File: src/rtl/time_of_day_counter.sv
// Time-of-day counter: hh:mm:ss fields with 1 s prescaler, carry-chained rollover,
// per-field up/down adjust (no carry), synchronous load and a 12/24 h display view.
// Latency: fields and pulses update 1 clock after the terminal prescaler count.
// Backpressure: none; i_Run=0 freezes the prescaler and time, and load/adjust still apply.
//
// Ports:
//   i_Clk, i_Reset_n           clock; asynchronous active-low reset
//   i_Run                      enable for the prescaler and time keeping
//   i_Load, i_Load_*           one-cycle load strobe and the 24 h values to load
//   i_Hour_Adj, i_Min_Adj      per-cycle single-step adjust of hours and minutes
//   i_Adj_Down                 adjust direction (0 = +1, 1 = -1)
//   i_Mode_12h                 display mode for o_Hours (1 = 12 h)
//   o_Hours/o_Minutes/o_Seconds displayed time; o_PM set when internal hours >= 12
//   o_Sec_Tick, o_Day_Wrap     registered one-cycle pulses on tick and midnight rollover
module time_of_day_counter #(
  parameter int TICK_DIV      = 50_000_000,
  parameter int START_HOURS   = 0,
  parameter int START_MINUTES = 0,
  parameter int START_SECONDS = 0
) (
  input  logic       i_Clk,
  input  logic       i_Reset_n,
  input  logic       i_Run,
  input  logic       i_Load,
  input  logic [4:0] i_Load_Hours,
  input  logic [5:0] i_Load_Minutes,
  input  logic [5:0] i_Load_Seconds,
  input  logic       i_Hour_Adj,
  input  logic       i_Min_Adj,
  input  logic       i_Adj_Down,
  input  logic       i_Mode_12h,
  output logic [4:0] o_Hours,
  output logic [5:0] o_Minutes,
  output logic [5:0] o_Seconds,
  output logic       o_PM,
  output logic       o_Sec_Tick,
  output logic       o_Day_Wrap
);

  // A divider of 1 still needs a 1-bit counter that simply stays at 0.
  localparam int              PW        = (TICK_DIV > 1) ? $clog2(TICK_DIV) : 1;
  localparam logic [PW-1:0]   PRESC_MAX = PW'(TICK_DIV - 1);
  localparam logic [4:0]      START_H   = 5'(START_HOURS);
  localparam logic [5:0]      START_M   = 6'(START_MINUTES);
  localparam logic [5:0]      START_S   = 6'(START_SECONDS);

  logic [PW-1:0] presc_q, presc_d;
  logic [4:0]    hours_q, hours_d;
  logic [5:0]    minutes_q, minutes_d;
  logic [5:0]    seconds_q, seconds_d;
  logic          sec_tick_q, sec_tick_d;
  logic          day_wrap_q, day_wrap_d;

  logic          tick_w;
  logic          adj_w;
  logic          sec_last_w;
  logic          min_last_w;
  logic          hour_last_w;

  // Wrap-within-field step used by adjust; never produces a carry.
  function automatic logic [5:0] step60(input logic [5:0] v, input logic down);
    if (down) return (v == 6'd0)  ? 6'd59 : v - 6'd1;
    else      return (v >= 6'd59) ? 6'd0  : v + 6'd1;
  endfunction

  function automatic logic [4:0] step24(input logic [4:0] v, input logic down);
    if (down) return (v == 5'd0)  ? 5'd23 : v - 5'd1;
    else      return (v >= 5'd23) ? 5'd0  : v + 5'd1;
  endfunction

  assign tick_w      = i_Run && (presc_q == PRESC_MAX);
  assign adj_w       = i_Hour_Adj || i_Min_Adj;
  assign sec_last_w  = (seconds_q == 6'd59);
  assign min_last_w  = (minutes_q == 6'd59);
  assign hour_last_w = (hours_q   == 5'd23);

  // Priority load > adjust > tick. A tick losing to load/adjust is dropped,
  // and both of those restart the prescaler, so the next second is a full one.
  always_comb begin
    presc_d    = presc_q;
    hours_d    = hours_q;
    minutes_d  = minutes_q;
    seconds_d  = seconds_q;
    sec_tick_d = 1'b0;
    day_wrap_d = 1'b0;

    if (i_Load) begin
      hours_d   = (i_Load_Hours   > 5'd23) ? 5'd0 : i_Load_Hours;
      minutes_d = (i_Load_Minutes > 6'd59) ? 6'd0 : i_Load_Minutes;
      seconds_d = (i_Load_Seconds > 6'd59) ? 6'd0 : i_Load_Seconds;
      presc_d   = '0;
    end else if (adj_w) begin
      if (i_Hour_Adj) hours_d   = step24(hours_q, i_Adj_Down);
      if (i_Min_Adj)  minutes_d = step60(minutes_q, i_Adj_Down);
      seconds_d = 6'd0;
      presc_d   = '0;
    end else if (tick_w) begin
      presc_d    = '0;
      sec_tick_d = 1'b1;
      if (sec_last_w) begin
        seconds_d = 6'd0;
        if (min_last_w) begin
          minutes_d = 6'd0;
          if (hour_last_w) begin
            hours_d    = 5'd0;
            day_wrap_d = 1'b1;
          end else begin
            hours_d = hours_q + 5'd1;
          end
        end else begin
          minutes_d = minutes_q + 6'd1;
        end
      end else begin
        seconds_d = seconds_q + 6'd1;
      end
    end else if (i_Run) begin
      presc_d = presc_q + PW'(1);
    end
  end

  always_ff @(posedge i_Clk or negedge i_Reset_n) begin
    if (!i_Reset_n) begin
      presc_q    <= '0;
      hours_q    <= START_H;
      minutes_q  <= START_M;
      seconds_q  <= START_S;
      sec_tick_q <= 1'b0;
      day_wrap_q <= 1'b0;
    end else begin
      presc_q    <= presc_d;
      hours_q    <= hours_d;
      minutes_q  <= minutes_d;
      seconds_q  <= seconds_d;
      sec_tick_q <= sec_tick_d;
      day_wrap_q <= day_wrap_d;
    end
  end

  // Display view is purely combinational so a mode change shows immediately.
  always_comb begin
    o_Hours = hours_q;
    if (i_Mode_12h) begin
      if (hours_q == 5'd0)      o_Hours = 5'd12;
      else if (hours_q > 5'd12) o_Hours = hours_q - 5'd12;
    end
  end

  assign o_Minutes  = minutes_q;
  assign o_Seconds  = seconds_q;
  assign o_PM       = (hours_q >= 5'd12);
  assign o_Sec_Tick = sec_tick_q;
  assign o_Day_Wrap = day_wrap_q;

endmodule

File: config.mk
export PLATFORM = sky130hd
export DESIGN_NAME = time_of_day_counter
export DESIGN_NICKNAME = d
export VERILOG_FILES = /design/src/rtl/time_of_day_counter.sv
export SDC_FILE = /design/constraint.sdc
export NUM_CORES = 1
export LEC_CHECK = 0
export BUFFER_PORTS_ARGS = -buffer_cell sky130_fd_sc_hd__buf_2
export CORE_ASPECT_RATIO = 0.75
export CORE_MARGIN = 3
export CORE_UTILIZATION = 45
export CTS_CLUSTER_SIZE = 20
export DETAILED_ROUTE_END_ITERATION = 12
export PLACE_DENSITY = 0.75
export SYNTH_ARGS = -nofsm -noshare
export SYNTH_HDL_FRONTEND = slang
export SYNTH_SLANG_ARGS = --single-unit
File: constraint.sdc
create_clock -name i_Clk -period 1.92 [get_ports i_Clk]
set_clock_uncertainty 0.05 [all_clocks]
set_input_delay 0.384 -clock i_Clk [delete_from_list [all_inputs] [get_ports i_Clk]]
set_output_delay 0.384 -clock i_Clk [all_outputs]
set_load 0.02 [all_outputs]
Yosys cells after proc, flatten, opt, wreduce, memory -nomap -nowiden. Index checks and enable logic that the tools add are counted. Widths: inputs -> output; s select.

Eq/ne operators: 6. Muxes and demuxes: 42. Order comparisons: 7. Reduce and logical (&&, ||, !) cells: 10. Add/sub/neg operators: 7.

Operators by type and width (count): $mux 26 (4); $mux 6 (15); $mux 5 (14); $add 26x1->26 const B (1); $eq 26x26->1 const B (1); $add 6x1->6 const B (2); $eq 6x6->1 const B (2); $gt 6x6->1 const B (2); $mux 1 (9); $reduce_bool 3->1 (3); $ge 6x6->1 const B (1); $logic_not 6->1 (1); $ne 3x3->1 const B (2); $sub 6x1->6 const B (1); $add 5x1->5 const B (1); $eq 5x5->1 const B (1); $ge 5x4->1 const B (1); $ge 5x5->1 const B (1); $gt 5x4->1 const B (1); $gt 5x5->1 const B (1); $logic_not 5->1 (1); $sub 5x1->5 const B (1); $sub 5x4->5 const B (1); $reduce_and 4->1 (1); other kinds (4) (4).

Logic and storage cells: 78. Input port bits: 25. Register bits: 45. Output and inout bits: 20.

Logic depth before layout (Yosys ltp).
Depth in word-level cells: 7. Gate-level depth with buffers: 9. Mapped depth without buffers: 7.

Least setup slack after synthesis. No wires, ideal clock.

Path kind: register to output. Start point: register hours_q[2]. End point: output port o_Hours[0]. Slack: -0.121 ns. Data arrival time: 1.607 ns. Stages on the path, launching flop included: 7. Buffers on the path: 2. Required time: 1.486 ns. Path through: dfrtp_1 clkbuf_1 inv_1 ha_1 and3b_1 clkbuf_1 a21oi_1.

Cells in the longest elaborated chain, start to end: 4. Elaborated cells on any way between the ends: 5. Classes of those cells: order compare (1); mux (3); reduce/logical (1).

RTL lines: start, declared (line 48) `logic [4:0] hours_q, hours_d;`; start signal, assigned (line 131) `hours_q <= hours_d;`; $gt 5x4->1 (line 144) `else if (hours_q > 5'd12) o_Hours = hours_q - 5'd12;`; $mux 5 (line 144); $mux 5 (*) (line 143) `if (hours_q == 5'd0) o_Hours = 5'd12;`; $mux 5 (*) (line 142) `if (i_Mode_12h) begin`; end, declared (line 32) `output logic [4:0] o_Hours,`.

Mark *: on every way between the ends. The rest lies on a longest branch, timed or not.

Worst setup path in the final report.
Start point: register hours_q[3]. End point: output port o_Hours[1].

Same word-level chain as after synthesis.

==> out/metrics.yaml <==
status: "complete, but fails checks"
violations: "negative setup slack"
finalHoldViolations: 0
multi_input_area_um2: 2225
ys_warn_count: 0
drive_gt1_frac: 0.4315
tightest_slew_ns: 0.5954
switching_share: 0.3479
grt_usage: 0.2432
wl_per_cell_um: 18.05
viasPerCell: 6.017
grt_busiest_layer: "met1"
grt_max_degree: 46
p_clk_frac: 0.263
cp.depth: 6
grt_use_met1: 0.3664
boundaryPins: 45
path_buf_inv: 3
grt_pass1_wl_um: 15750
dieArea_um2: 8183
routed_wl_um: 10530
start_kind: "register"
fillers: 463
fmax_mhz: 487.5
grt_pass1_vias: 3229
core_um2: 6600
syn_nets: 403
setup-tns-final_ns: -1.112
p_switching_w: 0.001159
setup_ws_ns: -0.1312
ys_top_cells_by_area: "dfrtp_1 35%, xor2_1 5.2%, nor2_1 4.9%, ha_1 4.7%, nand3_1 4.4%"
synthTopCellsByCount: "45 x dfrtp_1, 42 x nor2_1, 31 x nand2_1, 28 x nand3_1, 19 x xor2_1"
htreeDepth: 2
insertion_delay_ns: 0.31
dpl-instance-area_um2: 3979
seq_area_frac_synth: 0.3513
slew_viol_final: 0
vias: 3508
async_flop_share: 1.000
setup-violations-final: 18
syn_inst: 366
drc: 0
hold_path.class: "in2async"
ys_ff_latch: 45
seq_power_share: 0.334
timing.hold.ws_ns: 0.1086
syn_area_um2: 3206
root_buffer: "clkbuf_8"
ctsHoldBuffers: 0
arrival_ns: 1.62
path_cells: "inv_2, ha_4, and3b_2, buf_12, a21oi_4, buf_6"
p_per_area_nw_per_um2: 723.4
irDropWorstVdd_mv: 0.3292
syn_to_final_growth_pct: 43.68
use_met3: 0.04214
layout.nets: 525
final_antenna_net_count: 0
port_buffers: 44
fp.dieW_um: 103.5
endpoint_kind: "primary output"
fin_crit_sh: 1.068
path_delay_family: "flip-flops"
syn_avg_cell_area_um2: 8.758
cpMaxStageDelayCell: "dfrtp_2"
critPathKind: "reg2out"
cts_buffers: 5
antenna_cells: 0
slew_headroom: 0.6031
rr_worst_depth: 7
critPathMaxFanout: 4
reg2reg_to: "o_Minutes[4]$_DFFE_PN0P_"
fin_area_um2: 4606
r2r_slack_ns: -0.09
power_leakage_nw: 2.070
antenna_found_initial: 0
r2r_start: "o_Seconds[1]$_DFFE_PN0P_"
yosys.cell_types.count: 63
critPathMaxStageDelay_ns: 0.44
drtIter0Drc: 322
first_pass_iters: 5
clk_path_buf_depth: 2
initial_core_util: 0.4857
grt_overflow: 0
num_rows: 25
min_period_ns: 2.051
met2_usage: 0.3588
crit_path_end: "o_Hours[1]"
pwr-share-comb: 0.403
cts_sinks: 45
die_h_um: 79.10
globalplace.congestion: 0.9190
yosysMostFrequentCell: "dfrtp_1"
crit_required_ns: 1.49
dpl.hpwl_um: 6798
regArea_um2: 1134
synth_top_area_cell: "dfrtp_1"
synth_top_flop_cell: "dfrtp_1"
path_clk_slew_ns: 0.09
synth_top_area_share: 0.3513
intPower_w: 0.002173
drv_cap: 0
rsz0062_at_grt: "yes"
synth_edf_count: 0
tritoncts: "built"
startpoint: "hours_q[3]$_DFFE_PN0P_"
## cells by family after synthesis
| family | count (synthesis) | synth area share |
|---|---|---|
| and+or+nand+nor | 171 | 0.3056 |
| DFF | 45 | 0.3513 |
| AOI/OAI and AO/OA | 74 | 0.1534 |
| muxes | 9 | 0.02966 |
| adders and majority gates | 12 | 0.04684 |
| buffers and inverters | 28 | 0.03942 |
| xor gates and xnor gates | 27 | 0.07377 |
## routing by layer
layer | wire length (µm) | vias to the layer above
li1 | - | 1589
met1 | 4673 | 1652
met2 | 4562 | 224
met5 | 0 | -
met4 | 283 | 0
met3 | 1006 | 43
## repair_timing
item / 4_1_cts / 5_1_grt
endpoints found under the setup margin: 21 / 32
pin swaps: 14 / 22
setup buffers: 11 / 14
resized for setup: 39 / 41
gates cloned: 0 / 1
## worst min-delay path by stage
stage / start / end / slack (ns) / cells past startpoint
after floorplan: i_Reset_n / hours_q[0]$_DFFE_PN0P_ / 0.04 / 0
after global placement: i_Reset_n / presc_q[12]$_DFFE_PN0P_ / 0.45 / 2
after detailed placement: i_Reset_n / presc_q[13]$_DFFE_PN0P_ / 0.46 / 2
after CTS: i_Reset_n / presc_q[12]$_DFFE_PN0P_ / 0.14 / 2
after global routing: i_Reset_n / presc_q[12]$_DFFE_PN0P_ / 0.16 / 2
final: i_Reset_n / presc_q[12]$_DFFE_PN0P_ / 0.11 / 2
## power by group through the flow
| stage | logic [W] | clock network, W | registers (W) |
|---|---|---|---|
| 4_1_cts | 0.00118 | 0.000872 | 0.00110 |
| 3_5_place_dp | 0.000990 | 0 | 0.00111 |
| 6_report | 0.00134 | 0.000877 | 0.00111 |
| 3_3_place_gp | 0.000970 | 0 | 0.00110 |
| 5_1_grt | 0.00143 | 0.000916 | 0.00112 |
| 2_1_floorplan | 0.000567 | 0 | 0.00113 |
## cell usage in the layout (no fill, tap or decap), drive strengths merged, types with 3 or more instances in the layout
master | synthesis | final
buf | 8 | 131
dfrtp | 45 | 45
nor2 | 43 | 43
nand2 | 31 | 31
nand3 | 28 | 28
xor2 | 19 | 19
nand4 | 17 | 17
a21oi | 16 | 16
o21ai | 15 | 15
inv | 12 | 12
ha | 12 | 12
nor4 | 11 | 11
xnor2 | 8 | 8
nor3 | 8 | 8
a31oi | 6 | 6
o31ai | 6 | 6
or2 | 6 | 6
and3 | 5 | 5
mux2i | 5 | 5
clkbuf | 8 | 5
and4 | 5 | 5
nor2b | 4 | 4
o211ai | 4 | 4
mux2 | 4 | 4
a2bb2oi | 4 | 4
o21a | 3 | 3
a211o | 3 | 3
## registers in the layout, summed over array words and instances, names as in the netlist
register    cells
o_Seconds       6
presc_q        26
o_Sec_Tick      1
o_Day_Wrap      1
hours_q         5
o_Minutes       6
## layout make-up
type | count | area share
clock buffer | 5 | 0.01494
clock inverter | 3 | 0.01413
inverter | 12 | 0.009780
multi-input combinational | 293 | 0.4830
sequential | 45 | 0.2461
tap | 94 | 0.02554
timing repair buffer | 131 | 0.2065
## stage by stage
stage,setup WS (ns),std cells,power (W),utilization
after detailed placement,-0.1245,550,0.002096,0.6028
after global routing,-0.1766,583,0.003466,0.6978
after global placement,-0.09984,550,0.002071,0.6028
after floorplan,0.001582,366,0.001695,-
after CTS,-0.07947,569,0.003153,0.6563
final,-0.1312,583,0.003332,0.6978
## worst register-to-register path: stages, from the launching register on
cell	delay [ns]
dfrtp_2	0.44
ha_4	0.18
and4b_2	0.25
buf_6	0.13
nand2_4	0.07
nor4_4	0.06
nor3_4	0.38
mux2_4	0.35
Power figures use the tool's default switching activity.
